**src/rtl/secure_encryption_controller.sv**
```systemverilog
// Round sequencer for the combinational secure_encryption_module datapath.
// Holds the key, drives per-round keys and zeroizes secret state after each block.
module secure_encryption_controller #(
  parameter int N      = 8,
  parameter int ROUNDS = 4
) (
  input  logic         clk,
  input  logic         rst,
  input  logic         key_load,
  input  logic [N-1:0] key_in,
  input  logic         key_clear,
  output logic         key_valid,
  input  logic         in_valid,
  output logic         in_ready,
  input  logic [N-1:0] data_in,
  output logic         out_valid,
  input  logic         out_ready,
  output logic [N-1:0] data_out,
  output logic         busy,
  output logic [N-1:0] enc_data,
  output logic [N-1:0] enc_key,
  input  logic [N-1:0] enc_result
);

  localparam int RW = $clog2(ROUNDS) + 1;
  localparam logic [RW-1:0] LAST_ROUND = RW'(ROUNDS - 1);

  typedef enum logic [1:0] {
    S_IDLE   = 2'd0,
    S_ROUND  = 2'd1,
    S_OUTPUT = 2'd2,
    S_CLEAR  = 2'd3
  } fsm_t;

  fsm_t         fsm_r;
  logic [N-1:0] key_r;
  logic [N-1:0] blk_key_r;
  logic         key_valid_r;
  logic [N-1:0] state_r;
  logic [RW-1:0] round_r;
  logic         in_ready_r;
  logic         out_valid_r;
  logic         busy_r;
  logic [N-1:0] data_out_r;
  logic [N-1:0] enc_data_r;
  logic [N-1:0] enc_key_r;

  // Rotate left by (r mod N); a rotate by 0 returns k unchanged.
  function automatic logic [N-1:0] rotl(input logic [N-1:0] k, input logic [RW-1:0] r);
    logic [2*N-1:0] dbl;
    int unsigned    sh;
    sh  = 32'(r) % N;
    dbl = {k, k} << sh;
    return dbl[2*N-1:N];
  endfunction

  // Control FSM; every output is a register updated alongside the state.
  // blk_key_r snapshots the key at accept so a key loaded in the same cycle
  // only takes effect from the following block.
  always_ff @(posedge clk or posedge rst) begin
    if (rst) begin
      fsm_r       <= S_IDLE;
      key_r       <= '0;
      blk_key_r   <= '0;
      key_valid_r <= 1'b0;
      state_r     <= '0;
      round_r     <= '0;
      in_ready_r  <= 1'b0;
      out_valid_r <= 1'b0;
      busy_r      <= 1'b0;
      data_out_r  <= '0;
      enc_data_r  <= '0;
      enc_key_r   <= '0;
    end else if (key_clear) begin
      fsm_r       <= S_IDLE;
      key_r       <= '0;
      blk_key_r   <= '0;
      key_valid_r <= 1'b0;
      state_r     <= '0;
      round_r     <= '0;
      in_ready_r  <= 1'b0;
      out_valid_r <= 1'b0;
      busy_r      <= 1'b0;
      data_out_r  <= '0;
      enc_data_r  <= '0;
      enc_key_r   <= '0;
    end else begin
      case (fsm_r)
        S_IDLE: begin
          if (key_load) begin
            key_r       <= key_in;
            key_valid_r <= 1'b1;
          end
          if (in_valid && in_ready_r) begin
            fsm_r      <= S_ROUND;
            state_r    <= data_in;
            round_r    <= '0;
            blk_key_r  <= key_r;
            in_ready_r <= 1'b0;
            busy_r     <= 1'b1;
            enc_data_r <= data_in;
            enc_key_r  <= key_r;
          end else begin
            in_ready_r <= key_load | key_valid_r;
          end
        end
        S_ROUND: begin
          state_r <= enc_result;
          round_r <= round_r + RW'(1);
          if (round_r == LAST_ROUND) begin
            fsm_r       <= S_OUTPUT;
            out_valid_r <= 1'b1;
            data_out_r  <= enc_result;
            enc_data_r  <= '0;
            enc_key_r   <= '0;
          end else begin
            enc_data_r <= enc_result;
            enc_key_r  <= rotl(blk_key_r, round_r + RW'(1));
          end
        end
        S_OUTPUT: begin
          if (out_ready) begin
            fsm_r       <= S_CLEAR;
            out_valid_r <= 1'b0;
            data_out_r  <= '0;
          end else begin
            data_out_r <= state_r;
          end
        end
        S_CLEAR: begin
          fsm_r      <= S_IDLE;
          state_r    <= '0;
          round_r    <= '0;
          blk_key_r  <= '0;
          busy_r     <= 1'b0;
          in_ready_r <= key_valid_r;
        end
        default: begin
          fsm_r       <= S_IDLE;
          state_r     <= '0;
          round_r     <= '0;
          blk_key_r   <= '0;
          in_ready_r  <= 1'b0;
          out_valid_r <= 1'b0;
          busy_r      <= 1'b0;
          data_out_r  <= '0;
          enc_data_r  <= '0;
          enc_key_r   <= '0;
        end
      endcase
    end
  end

  assign key_valid = key_valid_r;
  assign in_ready  = in_ready_r;
  assign out_valid = out_valid_r;
  assign data_out  = data_out_r;
  assign busy      = busy_r;
  assign enc_data  = enc_data_r;
  assign enc_key   = enc_key_r;

endmodule
```
**config.mk**
```make
export PLATFORM = sky130hd
export DESIGN_NAME = secure_encryption_controller
export DESIGN_NICKNAME = d
export VERILOG_FILES = /design/src/rtl/secure_encryption_controller.sv
export SDC_FILE = /design/constraint.sdc
export NUM_CORES = 1
export LEC_CHECK = 0
export BUFFER_PORTS_ARGS = -buffer_cell sky130_fd_sc_hd__buf_2
export CAP_MARGIN = 25
export CORE_MARGIN = 10
export CORE_UTILIZATION = 37
export CTS_CLUSTER_SIZE = 25
export DETAILED_ROUTE_END_ITERATION = 6
export GPL_TIMING_DRIVEN = 0
export PLACE_DENSITY = 0.67
export SYNTH_ARGS = -nofsm -noshare
export SYNTH_HDL_FRONTEND = slang
export SYNTH_SLANG_ARGS = --single-unit
```
**constraint.sdc**
```tcl
create_clock -name clk -period 3.5 [get_ports clk]
set_input_delay 0.525 -clock clk [delete_from_list [all_inputs] [get_ports clk]]
set_output_delay 0.525 -clock clk [all_outputs]
set_load 0.01 [all_outputs]
```
### After elaboration in Yosys (flattened, before gate mapping)

Index checks and enable logic that the tools add are counted.

* register bits: 57
* latch bits: 0
* memory bits (writable): 0
* bits in read-only memories: 0
* output and inout port bits: 28
* logic and storage cells: 77
* memories: 0

* add/sub/neg operators: 1
* multiply operators: 0
* div/mod/pow operators: 0
* magnitude comparators: 0
* eq/ne operators: 7
* shifts and indexed selects: 1
* muxes and demuxes: 40
* bitwise logic cells: 1
* reductions and logical operators: 15

Operators with widths (number)
* 2-to-1 mux 8 bit: 14
* one-hot mux 8 bit (2 select lines): 4
* one-hot mux 8 bit (3 select lines): 1
* << shifter 16 x 3 -> 16 bit: 1
* 2-to-1 mux 1 bit: 10
* AND reduction 2 bit: 5
* inequality test 3 bit (second input constant): 3
* one-hot mux 3 bit (3 select lines): 1
* nonzero test 3 bit: 3
* 2-to-1 mux 2 bit: 4
* one-hot mux 2 bit (4 select lines): 1
* 2-to-1 mux 3 bit: 2
* one-hot mux 1 bit (2 select lines): 3
* AND reduction 3 bit: 2
* == test 2 bit (second input constant): 2
* nonzero test 2 bit: 2
* nonzero test 4 bit: 1
* adder 3 x 1 -> 3 bit (second input constant): 1
* == test 3 x 2 -> 1 bit (second input constant): 1
* == test 2 x 1 -> 1 bit (second input constant): 1
* logical NOT 2 bit: 1
* logical AND 1 bit: 1
* bitwise OR 1 bit: 1

### Depth between registers and ports, before layout

Gate-level depths: netlist of run 1.

* depth after elaboration: 5
* gate-level depth with buffers: 9

### Worst setup path before layout of run 1

Ideal clock, no wire load.

* path type: reg-to-reg
* start point: reg round_r[0]
* end point: reg enc_key_r[7] (netlist: enc_key[7])
* setup time: 99 ps
* arrival: 1828 ps
* required time: 3401 ps
* slack: 1572 ps
* cell stages (with the launch flop): 6
* buffers on the path: 0
* cell sequence: dfrtp_1 > ha_1 > xor2_2 > mux2i_1 > or3b_1 > a311oi_1

* word-level cells in the longest chain between the ends: 5

RTL lines
* start: declaration: RTL line 40 `logic [RW-1:0] round_r;`
* start signal: assignment: RTL line 109 `round_r <= round_r + RW'(1);`
* adder 3 x 1 -> 3 bit: RTL line 118 `enc_key_r <= rotl(blk_key_r, round_r + RW'(1));`
* << shifter 16 x 3 -> 16 bit: RTL line 53 `dbl = {k, k} << sh;`
* 2-to-1 mux 8 bit (*): RTL line 110 `if (round_r == LAST_ROUND) begin`
* one-hot mux 8 bit (2 select lines) (*): RTL line 88 `case (fsm_r)`
* 2-to-1 mux 8 bit (*): RTL line 74 `end else if (key_clear) begin`
* end signal: assignment: RTL line 102 `enc_key_r <= key_r;`
* end signal: assignment: RTL line 118
* end: declaration: RTL line 46 `logic [N-1:0] enc_key_r;`

Every way passes the cells marked *; elsewhere a longest branch is shown, timed or not.
A chain may end at the register's enable or synchronous reset.

### Final worst setup path of run 1

* start point: reg fsm_r[1]
* end point: reg state_r[6]

* word-level cells in the longest chain between the ends: 3

RTL lines
* start: declaration: RTL line 35 `fsm_t fsm_r;`
* start signal: assignment: RTL line 62 `fsm_r <= S_IDLE;`
* start signal: assignment: RTL line 75 `fsm_r <= S_IDLE;`
* start signal: assignment: RTL line 95 `fsm_r <= S_ROUND;`
* == test 2 bit, or another cell as far along: RTL line 88
* one-hot mux 8 bit (3 select lines), or another cell as far along: RTL line 88
* 2-to-1 mux 8 bit / AND reduction 2 bit (equally long branches)
* end signal: assignment: RTL line 96 `state_r <= data_in;`
* end signal: assignment: RTL line 108 `state_r <= enc_result;`
* end: declaration: RTL line 39 `logic [N-1:0] state_r;`

Parallel ways exist; a longest one is shown, timed or not.

==> metrics, run 1 <==
result of the run finished clean; Post-synth EDFFs 0; portion of the post-synthesis area used by sequential elements between 40 and 50%; final-layout setup total negative slack 0 ns; htree depth 3; endpoint class of the critical path flip-flop; vias per inst 5.274; Setup CP Type flip-flop to flip-flop; standby leakage power 1.701 nW; dpl ws ~1.4 ns; Final GP Congestion about 0.85; Startpoint Class flip-flop; TritonCTS clock tree yes; Net Count, Synth around 330; fraction of final layout cells with drive strength greater than 1 25.68%; most common cell after layout, fill and taps aside sky130_fd_sc_hd__buf_2; Starting Density around two fifths; highest ir drop seen on vdd 0.0002732 V; number of buffers and inverters on the critical path 3; Hold Slack 0.2006 ns; insertion delay of the later-clocked pin in the worst-skew pair roughly 0.35 ns; fraction of the cycle the final worst path needs 60.49%; RSZ-0062 raised after global routing no; count of hold buffers inserted by post-cts repair 0; iteration-0 DRC count of the detailed router 105; series of cell instances along the critical path inv_1, ha_1, clkbuf_1, clkbuf_1, a22oi_1, o31ai_1; Global Route Usage Sum 14.16%; Final Non-Filler Cells 468; post-synthesis instance area 3007 um^2; DIE AREA 12130 um^2; post-cts sizing count 0; maximum count of clock buffers along a single path 2; Worst-Margin Slew 0.6805 ns; syn avg cell area 10.30 um^2; area inside the core boundary a little under 8000 um^2; row cnt 32; Max Transition Viols Final 0; Synth Flop Type sky130_fd_sc_hd__dfrtp_1; total power density per cell area around 660 nW/um^2; top post-synthesis cells by area sky130_fd_sc_hd__dfrtp_1 47%, sky130_fd_sc_hd__mux2i_1 6.7%, sky130_fd_sc_hd__a22o_1 4.7%; # IOs 58; HPWL after detailed placement between 5000 and 6000 um; delay of the slowest cell on the worst path 0.47 ns; top fanout value on the critical path 10; critical-path cell with the highest stage delay sky130_fd_sc_hd__clkbuf_1; leading cell types in the layout, fill and taps excluded 66 x sky130_fd_sc_hd__buf_2, 57 x sky130_fd_sc_hd__dfrtp_1, 30 x sky130_fd_sc_hd__nand2_1; number of vias in the routed layout about 2.5k; achievable frequency 472.4 MHz; Sink Count between 50 and 60; Post-Route Skew 0.009286 ns; number of global-route vias before repair around 2.6k; number of antenna diodes 0; Final Hold Vio Count 0; Min Clock Period, post-route roughly 2.1 ns; post-detailed-route count of antenna-violating nets 0; async set-or-reset flop fraction in the synthesized netlist 100.0%; residual overflow from global routing 0; number of buffers inserted during clock tree synthesis 9; WP data arrival 2.36 ns; instance count of the mapped netlist 292; final wirelength 7934 um; y dimension of the die 110.1 um; number of setup buffers added after CTS 0; first-pass GRT wire length between 10000 and 15000 um; data required time of the worst path between 3 and 4 ns; max cap viols 0; number of storage elements in the synthesis netlist 57; area overhead of the layout relative to synthesis 21.56%; clock root buffer master sky130_fd_sc_hd__clkbuf_8; family with the most delay on the worst path buffers and inverters; initial antenna violation count 0; x dimension of the die about 110 um; average wire per standard cell 16.95 um; number of port buffers 57; final setup margin 1.383 ns; number of iterations in the first detailed-routing pass 4; Slew headroom 54.46%; fill cell instance count of the final layout approximately 760; final net count 397; number of remaining DRC errors 0; total of warnings raised by yosys 0; Yosys top cell by area sky130_fd_sc_hd__dfrtp_1; top-area cell type share of the netlist area 47.44%; number of instances in the placed design approximately 450; worst min path class input port to asynchronous set/reset pin; total power consumption of the routed design 0.002407 W; cell type with the highest occurrence count on the critical path sky130_fd_sc_hd__clkbuf_1; Clk pin slew, worst setup/hold paths roughly 0.070 ns; largest net degree at the start of global routing 36; Cell variety after synth 43; number of failing setup endpoints in the final timing report 0
==> power breakdown <==
group          switching [W]  internal (W)
Combinational       0.000521      0.000327
Sequential         0.0000953      0.000811
Clock               0.000267      0.000385
Total               0.000884       0.00152
==> layout make-up <==
cell class,instances,area [um^2],area share (%)
plain buffers,20,86.33,2.362
clock buffers,12,165.2,4.519
clock inverters,4,50.05,1.369
inverters,7,26.28,0.7189
multi-input cells,208,1468,40.16
flip-flops and latches,57,1426,39.03
well taps,102,127.6,3.492
repair buffers,58,305.3,8.353
==> sequential cells by signal (all words and copies together), names as in the netlist <==
register / cells
enc_data: 8
enc_key: 8
key_valid: 1
data_out: 8
in_ready: 1
out_valid: 1
blk_key_r: 8
fsm_r: 2
state_r: 8
key_r: 8
round_r: 3
busy: 1
==> worst reg2reg max path, delay by kind of cell (launching register included) <==
family	cells	cell delay (ns)
adders and majority gates	1	0.25
DFF	1	0.41
buffers and inverters	3	0.93
AOI/OAI and AO/OA	2	0.44
==> synth_stat cells (7+ instances only) <==
cell,n
sky130_fd_sc_hd__a22oi_1,8
sky130_fd_sc_hd__a311oi_1,9
sky130_fd_sc_hd__mux2i_1,20
sky130_fd_sc_hd__o31ai_1,8
sky130_fd_sc_hd__dfrtp_1,57
sky130_fd_sc_hd__nand3_1,17
sky130_fd_sc_hd__clkbuf_1,8
sky130_fd_sc_hd__a21oi_1,22
sky130_fd_sc_hd__o22ai_1,7
sky130_fd_sc_hd__nand2_1,30
sky130_fd_sc_hd__nor2_1,20
sky130_fd_sc_hd__a22o_1,16
sky130_fd_sc_hd__buf_2,9
sky130_fd_sc_hd__mux2_1,8
sky130_fd_sc_hd__nor3b_1,8
==> final timing paths <==
check	startpoint	end	slack, ns	depth (start not counted)
worst min-delay path	rst	data_out[6]	0.20	2
worst min register to register	busy	busy	0.48	1
worst max-delay path	fsm_r[1]	state_r[6]	1.38	6
max in group asynchronous	rst	key_r[6]	2.74	3
worst max register to register	fsm_r[1]	state_r[6]	1.38	6
min in group clk	key_in[2]	key_r[2]	0.42	3
==> stage by stage <==
stage / area [um^2] / utilization, %
4_1_cts: 3655 / 46.81
3_3_place_gp: 3420 / 43.80
3_5_place_dp: 3440 / 44.05
6_report: 3655 / 46.81
5_1_grt: 3655 / 46.81
2_1_floorplan: 3007 / -
==> logic make-up (layout without fill, tap and decap cells) <==
kind of cell	after synthesis	after routing	share of synthesized area, %
compound gates	80	80	19.56
xor+xnor	2	2	0.8325
buf+inv	27	101	3.745
flops	57	57	47.44
mux	30	30	11.40
simple gates	90	90	14.52
fa+ha+maj	6	6	2.497
==> layer usage <==
layer | GRT usage (%) | vias up | share of wire (%)
li1 | - | 1211 | -
met1 | 18.13 | 1184 | 46
met2 | 21.04 | 60 | 45
met3 | 4.353 | 13 | 6.6
met4 | 7.431 | 0 | 2.2
met5 | 0 | - | 0
(Power assumes the default switching activity.)
==> inputs of run 2 (changes only) <==
--- a/config.mk
+++ b/config.mk
@@ -5,6 +5,7 @@
 export SDC_FILE = /design/constraint.sdc
 export NUM_CORES = 1
 export LEC_CHECK = 0
+export ABC_AREA = 1
 export BUFFER_PORTS_ARGS = -buffer_cell sky130_fd_sc_hd__buf_2
 export CAP_MARGIN = 25
 export CORE_MARGIN = 10
@@ -12,7 +13,7 @@
 export CTS_CLUSTER_SIZE = 25
 export DETAILED_ROUTE_END_ITERATION = 6
 export GPL_TIMING_DRIVEN = 0
-export PLACE_DENSITY = 0.67
+export PLACE_DENSITY = 0.69
 export SYNTH_ARGS = -nofsm -noshare
 export SYNTH_HDL_FRONTEND = slang
 export SYNTH_SLANG_ARGS = --single-unit
==> constraint.sdc (replaced) <==
create_clock -name clk -period 1.85 [get_ports clk]
set_input_delay 0.2775 -clock clk [delete_from_list [all_inputs] [get_ports clk]]
set_output_delay 0.2775 -clock clk [all_outputs]
set_load 0.01 [all_outputs]
==> run 2 against run 1 <==
  * Register-to-register slack worse by 1.3 ns
  * Sequential cell count stayed put
  * Die area is 1.3% lower
  * Sequential share of layout area is 0.58 points higher
  * Highest routed layer unchanged
==> metrics, run 2 <==
iteration-0 DRC count of the detailed router 172 (+64%); Worst-Margin Slew 0.6396 ns (-0.04097 ns); Reg-to-Reg Start fsm_r[0]; Final Hold Vio Count 0 (unchanged); most frequent cell after synthesis sky130_fd_sc_hd__nand2_1; number of buffers inserted during clock tree synthesis 9 (unchanged); flip-flop and latch area 1426 um^2 (unchanged); Yosys top cell by area sky130_fd_sc_hd__dfrtp_1; instance count of the mapped netlist 373 (+28%); series of cell instances along the critical path ha_1, buf_4, inv_6, nand2_2, o21ai_4, inv_2, nand2_4, buf_6, a21oi_1, nand2_1, nand2_1; cell type with the highest occurrence count on the critical path sky130_fd_sc_hd__nand2_1; Post-Route Skew 0.004304 ns (-0.004982 ns); async set-or-reset flop fraction in the synthesized netlist 100.0% (unchanged); data required time of the worst path 2.08 ns (-1.67 ns); Post-synth EDFFs 0 (unchanged); ranking of synthesized cells by instance count 124 x sky130_fd_sc_hd__nand2_1, 57 x sky130_fd_sc_hd__dfrtp_1, 45 x sky130_fd_sc_hd__nand3_1; fill cell instance count of the final layout 793 (+3.9%); total of warnings raised by yosys 0 (unchanged); Sink Count 57 (unchanged); number of port buffers 57 (unchanged); highest ir drop seen on vdd 0.0008314 V (+200%); number of antenna diodes 0 (unchanged); achievable frequency 572.9 MHz (+21%); Clk pin slew, worst setup/hold paths 0.06 ns (about the same); R2R cell count 11 (+5); Multi-input gate area 1336 um^2 (-9.0%); worst min path class input port to asynchronous set/reset pin; xor-xnor portion of the synthesized cell area 0% (-0.83 points); Slew headroom 57.30% (+2.8 points); delay of the slowest cell on the worst path 0.40 ns (-0.07 ns); y dimension of the die 109.4 um (-0.67%); number of storage elements in the synthesis netlist 57 (unchanged); post-synthesis instance area 2958 um^2 (-1.6%); final net count 480 (+21%); Max Transition Viols Final 0 (unchanged); average wire per standard cell 14.81 um (-13%); setup slack of the worst register-to-register path 0.10 ns (-1.28 ns); portion of the post-synthesis area used by sequential elements 48.22% (+0.78 points); row cnt 32 (unchanged); number of failing setup endpoints in the final timing report 0 (unchanged); Internal 0.003228 W (+110%); clock root buffer master sky130_fd_sc_hd__clkbuf_8; number of global-route vias before repair 2646 (+2.7%); largest net degree at the start of global routing 30 (-17%); total power consumption of the routed design 0.005796 W (+140%); maximum count of clock buffers along a single path 2 (unchanged); number of vias in the routed layout 2835 (+15%); top fanout value on the critical path 10 (unchanged); compound-cell area share of the yosys netlist 16.46% (-3.1 points); first-pass GRT wire length 13050 um (-1.4%); number of iterations in the first detailed-routing pass 5 (+1); x dimension of the die 109.4 um (-0.67%); RSZ-0062 raised after global routing yes; post-detailed-route count of antenna-violating nets 0 (unchanged); vias per inst 5.164 (-2.1%); result of the run finished clean; TritonCTS clock tree yes; endpoint class of the critical path flip-flop; top-area cell type share of the netlist area 48.22% (+0.78 points); part of the total power dissipated in combinational logic 48.4% (+13 points); basic-gate share of the synthesized area counting and, or, nand and nor cells 25.72% (+11 points); Min Clock Period, post-route 1.746 ns (-0.3714 ns); Clk network pwr share 17.8% (-9.3 points); fraction of the cycle the final worst path needs 94.36% (+34 points); area overhead of the layout relative to synthesis 21.74%; area inside the core boundary 7767 um^2 (-0.51%); Starting Density 38.08% (-0.43 points); syn avg cell area 7.930 um^2 (-23%); leading cell types in the layout, fill and taps excluded 121 x sky130_fd_sc_hd__nand2_1, 60 x sky130_fd_sc_hd__buf_2, 57 x sky130_fd_sc_hd__dfrtp_1; Hold Slack 0.02252 ns (-0.1781 ns); HPWL after detailed placement 6033 um (+3.1%); max cap viols 0 (unchanged); Final GP Congestion 0.8397 (-1.6%); insertion delay of the later-clocked pin in the worst-skew pair 0.34 ns (about the same); final core area utilization 46.36% (-0.45 points); WP data arrival 1.98 ns (-0.38 ns); Global Route Usage Sum 13.69% (-0.46 points); sw frac 44.31% (+7.6 points); most common cell after layout, fill and taps aside sky130_fd_sc_hd__nand2_1; count of hold buffers inserted by post-cts repair 0 (unchanged); # IOs 58 (unchanged); fraction of the mapped netlist area in adder cells 2.538% (+0.041 points); Cell variety after synth 26 (-40%); Synth Flop Type sky130_fd_sc_hd__dfrtp_1; Net Count, Synth 409 (+25%); Startpoint Class flip-flop; fraction of final layout cells with drive strength greater than 1 21.92% (-3.8 points); main combinational cell family by area after synthesis simple AND/OR/NAND/NOR gates; Setup CP Type flip-flop to flip-flop; residual overflow from global routing 0 (unchanged); initial antenna violation count 0 (unchanged); reg-to-reg critical path endpoint enc_key[0]; critical-path cell with the highest stage delay sky130_fd_sc_hd__dfrtp_1; standby leakage power 1.849 nW (+8.7%); Net Switching 0.002568 W (+190%); number of instances in the placed design 533 (+18%); final wirelength 8132 um (+2.5%); number of remaining DRC errors 0 (unchanged); Flop pwr share 33.7% (-3.9 points); portion of netlist area occupied by mux cells 0% (-11 points); Final Non-Filler Cells 549 (+17%); htree depth 3 (unchanged); DIE AREA 11970 um^2 (-1.3%); total power density per cell area 1610 nW/um^2 (+140%); top post-synthesis cells by area sky130_fd_sc_hd__dfrtp_1 48%, sky130_fd_sc_hd__nand2_1 16%, sky130_fd_sc_hd__nand3_1 7.6%
==> run 2: cell count changes after synthesis, moves of 8 or more <==
cell	delta
sky130_fd_sc_hd__nand2_1	+94
sky130_fd_sc_hd__o21ai_0	+43
sky130_fd_sc_hd__nand3_1	+28
sky130_fd_sc_hd__inv_1	+22
sky130_fd_sc_hd__mux2i_1	-20
sky130_fd_sc_hd__a22o_1	-16
sky130_fd_sc_hd__nor2_1	-14
sky130_fd_sc_hd__a311oi_1	-9
sky130_fd_sc_hd__a22oi_1	+8
sky130_fd_sc_hd__mux2_1	-8
sky130_fd_sc_hd__nor3b_1	-8
sky130_fd_sc_hd__o31ai_1	-8
==> run 2: stage by stage <==
stage	instance area, um^2	setup WS [ns]	TNS, ns
2_1_floorplan	2958	0.1729	0
3_3_place_gp	3371	-0.5305	-30.18
6_report	3601	0.1044	0
3_5_place_dp	3391	-0.07559	-0.2418
5_1_grt	3601	-0.01561	-0.04753
4_1_cts	3576	0.03480	0
==> run 2: worst max-delay path by stage <==
| stage | to | start | cells past startpoint |
|---|---|---|---|
| 2_1_floorplan | blk_key_r[0] | rst | 1 |
| 3_3_place_gp | data_out[2] | rst | 2 |
| 3_5_place_dp | enc_key[0] | fsm_r[1] | 12 |
| 4_1_cts | enc_key[0] | fsm_r[1] | 12 |
| 5_1_grt | enc_key[0] | fsm_r[0] | 10 |
| 6_report | enc_key[0] | fsm_r[0] | 11 |
==> run 2: cell type report <==
type                       instances  area share (%)
buffer                            12           2.398
clock buffer                      11           4.204
clock inverter                     3          0.4864
inverter                          33           3.753
multi-input combinational        271           37.11
sequential                        57           39.61
tap                              102           3.544
timing repair buffer              60           8.895
==> run 2: power groups by stage <==
stage	Sequential [W]	Combinational, W	Clock (W)
floorplan	0.00207	0.00172	0
global placement	0.00195	0.00264	0
detailed placement	0.00197	0.00269	0
CTS	0.00196	0.00274	0.00105
global route	0.00202	0.00318	0.00112
finish	0.00196	0.00281	0.00103
==> run 2: cell families after synthesis <==
kind of cell               after synthesis
adders and majority gates                6
AOI/OAI and AO/OA                       85
buffers and inverters                   45
and+or+nand+nor                        180
DFF                                     57
==> run 2: what timing repair did <==
item | in CTS | in global routing
pin swaps | 1 | 1
gates resized for setup | 3 | 7
endpoints found under the setup margin | 11 | 34
buffers inserted | 1 | 1
==> run 2: per-layer routing <==
metal  vias to the layer above  global-route usage, %  wire [um]
li1                       1385                      -          -
met1                      1346                  17.74       3607
met2                        90                  21.29       3873
met3                        14                  3.569        503
met4                         0                  5.576        147
met5                         -                      0          0
==> run 2: critical path, delay by kind of cell (launching register included) <==
kind                       cells  cell delay, ns
AOI/OAI and AO/OA              2            0.21
DFF                            1            0.40
buffers and inverters          4            0.48
adders and majority gates      1            0.20
and+or+nand+nor                4            0.34
==> inputs of run 3 (changes only) <==
--- a/config.mk
+++ b/config.mk
@@ -6,14 +6,14 @@
 export NUM_CORES = 1
 export LEC_CHECK = 0
 export ABC_AREA = 1
-export BUFFER_PORTS_ARGS = -buffer_cell sky130_fd_sc_hd__buf_2
 export CAP_MARGIN = 25
 export CORE_MARGIN = 10
 export CORE_UTILIZATION = 37
 export CTS_CLUSTER_SIZE = 25
 export DETAILED_ROUTE_END_ITERATION = 6
+export DONT_BUFFER_PORTS = 1
 export GPL_TIMING_DRIVEN = 0
-export PLACE_DENSITY = 0.69
+export PLACE_DENSITY = 0.63
 export SYNTH_ARGS = -nofsm -noshare
 export SYNTH_HDL_FRONTEND = slang
 export SYNTH_SLANG_ARGS = --single-unit
==> run 3 against run 2 <==
  * Worst hold slack better by 0.067 ns
  * Worst setup slack better by 0.013 ns
  * First-iteration DRC count is 23% higher
  * Clock skew is 0.0060 ns higher
  * Cell area is 3.2% lower
  * Highest routed layer unchanged
==> metrics, run 3 (synthesized netlist as in run 2, its figures left out) <==
data required time of the worst path 2.07 ns (about the same); HPWL after detailed placement 5904 um (-2.1%); Startpoint Class flip-flop; number of remaining DRC errors 0 (unchanged); Slew headroom 60.67% (+3.4 points); average wire per standard cell 16.08 um (+8.6%); Clk pin slew, worst setup/hold paths 0.07 ns (about the same); # IOs 58 (unchanged); worst min path class input port to flip-flop; max cap viols 0 (unchanged); number of buffers inserted during clock tree synthesis 9 (unchanged); number of iterations in the first detailed-routing pass 4 (-1); number of instances in the placed design 476 (-11%); number of port buffers 0 (-100%); leading cell types in the layout, fill and taps excluded 121 x sky130_fd_sc_hd__nand2_1, 57 x sky130_fd_sc_hd__dfrtp_1, 43 x sky130_fd_sc_hd__o21ai_0; Worst-Margin Slew 0.5878 ns (-0.05174 ns); final net count 426 (-11%); Final GP Congestion 0.8866 (+5.6%); y dimension of the die 109.4 um (unchanged); DIE AREA 11970 um^2 (unchanged); TritonCTS clock tree yes; area overhead of the layout relative to synthesis 17.85%; htree depth 3 (unchanged); Max Transition Viols Final 0 (unchanged); Global Route Usage Sum 13.61% (-0.082 points); number of failing setup endpoints in the final timing report 0 (unchanged); most common cell after layout, fill and taps aside sky130_fd_sc_hd__nand2_1; achievable frequency 577.2 MHz (+0.75%); final setup margin 0.1175 ns (+0.01306 ns); total power density per cell area 1721 nW/um^2 (+6.9%); crit path from fsm_r[0]; vias per inst 5.153 (-0.21%); fraction of final layout cells with drive strength greater than 1 14.18% (-7.7 points); number of global-route vias before repair 2504 (-5.4%); maximum count of clock buffers along a single path 2 (unchanged); endpoint class of the critical path flip-flop; Post-Route Skew 0.01029 ns (+0.005989 ns); Clk network pwr share 22.3% (+4.5 points); residual overflow from global routing 0 (unchanged); Critical Path Sink enc_key[0]; final wirelength 7994 um (-1.7%); number of antenna diodes 0 (unchanged); total power consumption of the routed design 0.005999 W (+3.5%); post-detailed-route count of antenna-violating nets 0 (unchanged); final-layout setup total negative slack 0 ns (unchanged); Reg-to-Reg Start fsm_r[0]; insertion delay of the later-clocked pin in the worst-skew pair 0.34 ns (about the same); iteration-0 DRC count of the detailed router 212 (+23%); setup slack of the worst register-to-register path 0.12 ns (about the same); Sink Count 57 (unchanged); WP data arrival 1.96 ns (-0.02 ns); highest ir drop seen on vdd 0.0008067 V (-3.0%); x dimension of the die 109.4 um (unchanged); top fanout value on the critical path 7 (-3); Final Hold Vio Count 0 (unchanged); initial antenna violation count 0 (unchanged); R2R cell count 10 (-1); area inside the core boundary 7767 um^2 (unchanged); Min Clock Period, post-route 1.733 ns (-0.01306 ns); number of vias in the routed layout 2561 (-9.7%); largest net degree at the start of global routing 33 (+10%); reg-to-reg critical path endpoint enc_key[0]; Starting Density 38.08% (unchanged); dpl ws -0.07038 ns (+0.005203 ns); row cnt 32 (unchanged); part of the total power dissipated in combinational logic 41.7% (-6.7 points); Flop pwr share 36.0% (+2.3 points); Final Non-Filler Cells 497 (-9.5%); clock root buffer master sky130_fd_sc_hd__clkbuf_8; Hold Slack 0.08991 ns (+0.06739 ns); Net Switching 0.002576 W (+0.30%); Setup CP Type flip-flop to flip-flop; first-pass GRT wire length 12980 um (-0.53%); Internal 0.003423 W (+6.1%); standby leakage power 1.700 nW (-8.1%); sw frac 42.94% (-1.4 points); result of the run finished clean; fraction of the cycle the final worst path needs 93.65% (-0.71 points)
[run 3: cell count changes in the layout (fill, tap and decap cells not counted), sizes merged]
cell	delta
buf	-55
clkinvlp	+1
dlygate4sd3	+1
bufinv	+2
clkinv	-1
[run 3: per-layer routing]
| layer | vias to the layer above | global-route usage (%) | share of wire, % |
|---|---|---|---|
| met4 | 0 | 5.390 | 1.6 |
| met5 | - | 0 | 0 |
| met2 | 62 | 20.49 | 46 |
| li1 | 1278 | - | - |
| met3 | 9 | 4.389 | 7.1 |
| met1 | 1212 | 17.75 | 45 |
[run 3: worst min-delay path by stage]
stage | startpoint | to | slack, ns | depth (start not counted)
final | key_in[3] | key_r[3] | 0.09 | 2
after global routing | key_in[3] | key_r[3] | 0.10 | 2
after CTS | key_in[3] | key_r[3] | 0.08 | 2
after detailed placement | rst | enc_data[6] | 0.25 | 1
after global placement | key_in[7] | key_r[7] | 0.43 | 2
after floorplan | key_in[0] | key_r[0] | 0.43 | 2
[run 3: repair_timing]
| action | 4_1_cts | 5_1_grt |
|---|---|---|
| setup buffers | 2 | 2 |
| setup endpoints to repair | 11 | 51 |
| pin swaps | 1 | 7 |
| gates cloned | 0 | 0 |
| endpoints found under the hold margin | 25 | 0 |
| gates resized for setup | 1 | 27 |
| hold buffers | 1 | 0 |
[run 3: critical path, cell delays in order (launching register included)]
cell and delay, ns:
sky130_fd_sc_hd__dfrtp_1 0.41, sky130_fd_sc_hd__inv_1 0.12, sky130_fd_sc_hd__ha_1 0.33, sky130_fd_sc_hd__nand3_4 0.17, sky130_fd_sc_hd__o21ai_4 0.11, sky130_fd_sc_hd__inv_2 0.07, sky130_fd_sc_hd__nand2_4 0.10, sky130_fd_sc_hd__buf_6 0.12
sky130_fd_sc_hd__a21oi_1 0.04, sky130_fd_sc_hd__nand2_1 0.10, sky130_fd_sc_hd__nand2_1 0.05
[run 3: power by group through the flow]
stage	clock (W)	combinational (W)	sequential [W]
3_3_place_gp	0	0.00219	0.00218
4_1_cts	0.00135	0.00228	0.00218
3_5_place_dp	0	0.00223	0.00219
6_report	0.00134	0.00250	0.00216
2_1_floorplan	0	0.00172	0.00207
5_1_grt	0.00141	0.00286	0.00223
[run 3: area by class of cell]
type	instances	area, um^2
plain buffers	12	95.09
clock buffers	11	151.4
clock inverters	5	77.57
fillers	772	4282
inverters	33	141.4
multi-input cells	271	1394
flip-flops and latches	57	1426
well taps	102	127.6
repair buffers	6	72.57
[run 3: through the flow]
stage	instance area, um^2	utilization (%)
after global placement	3085	39.72
after CTS	3363	43.30
after detailed placement	3105	39.98
after floorplan	2958	-
final	3486	44.88
after global routing	3486	44.88
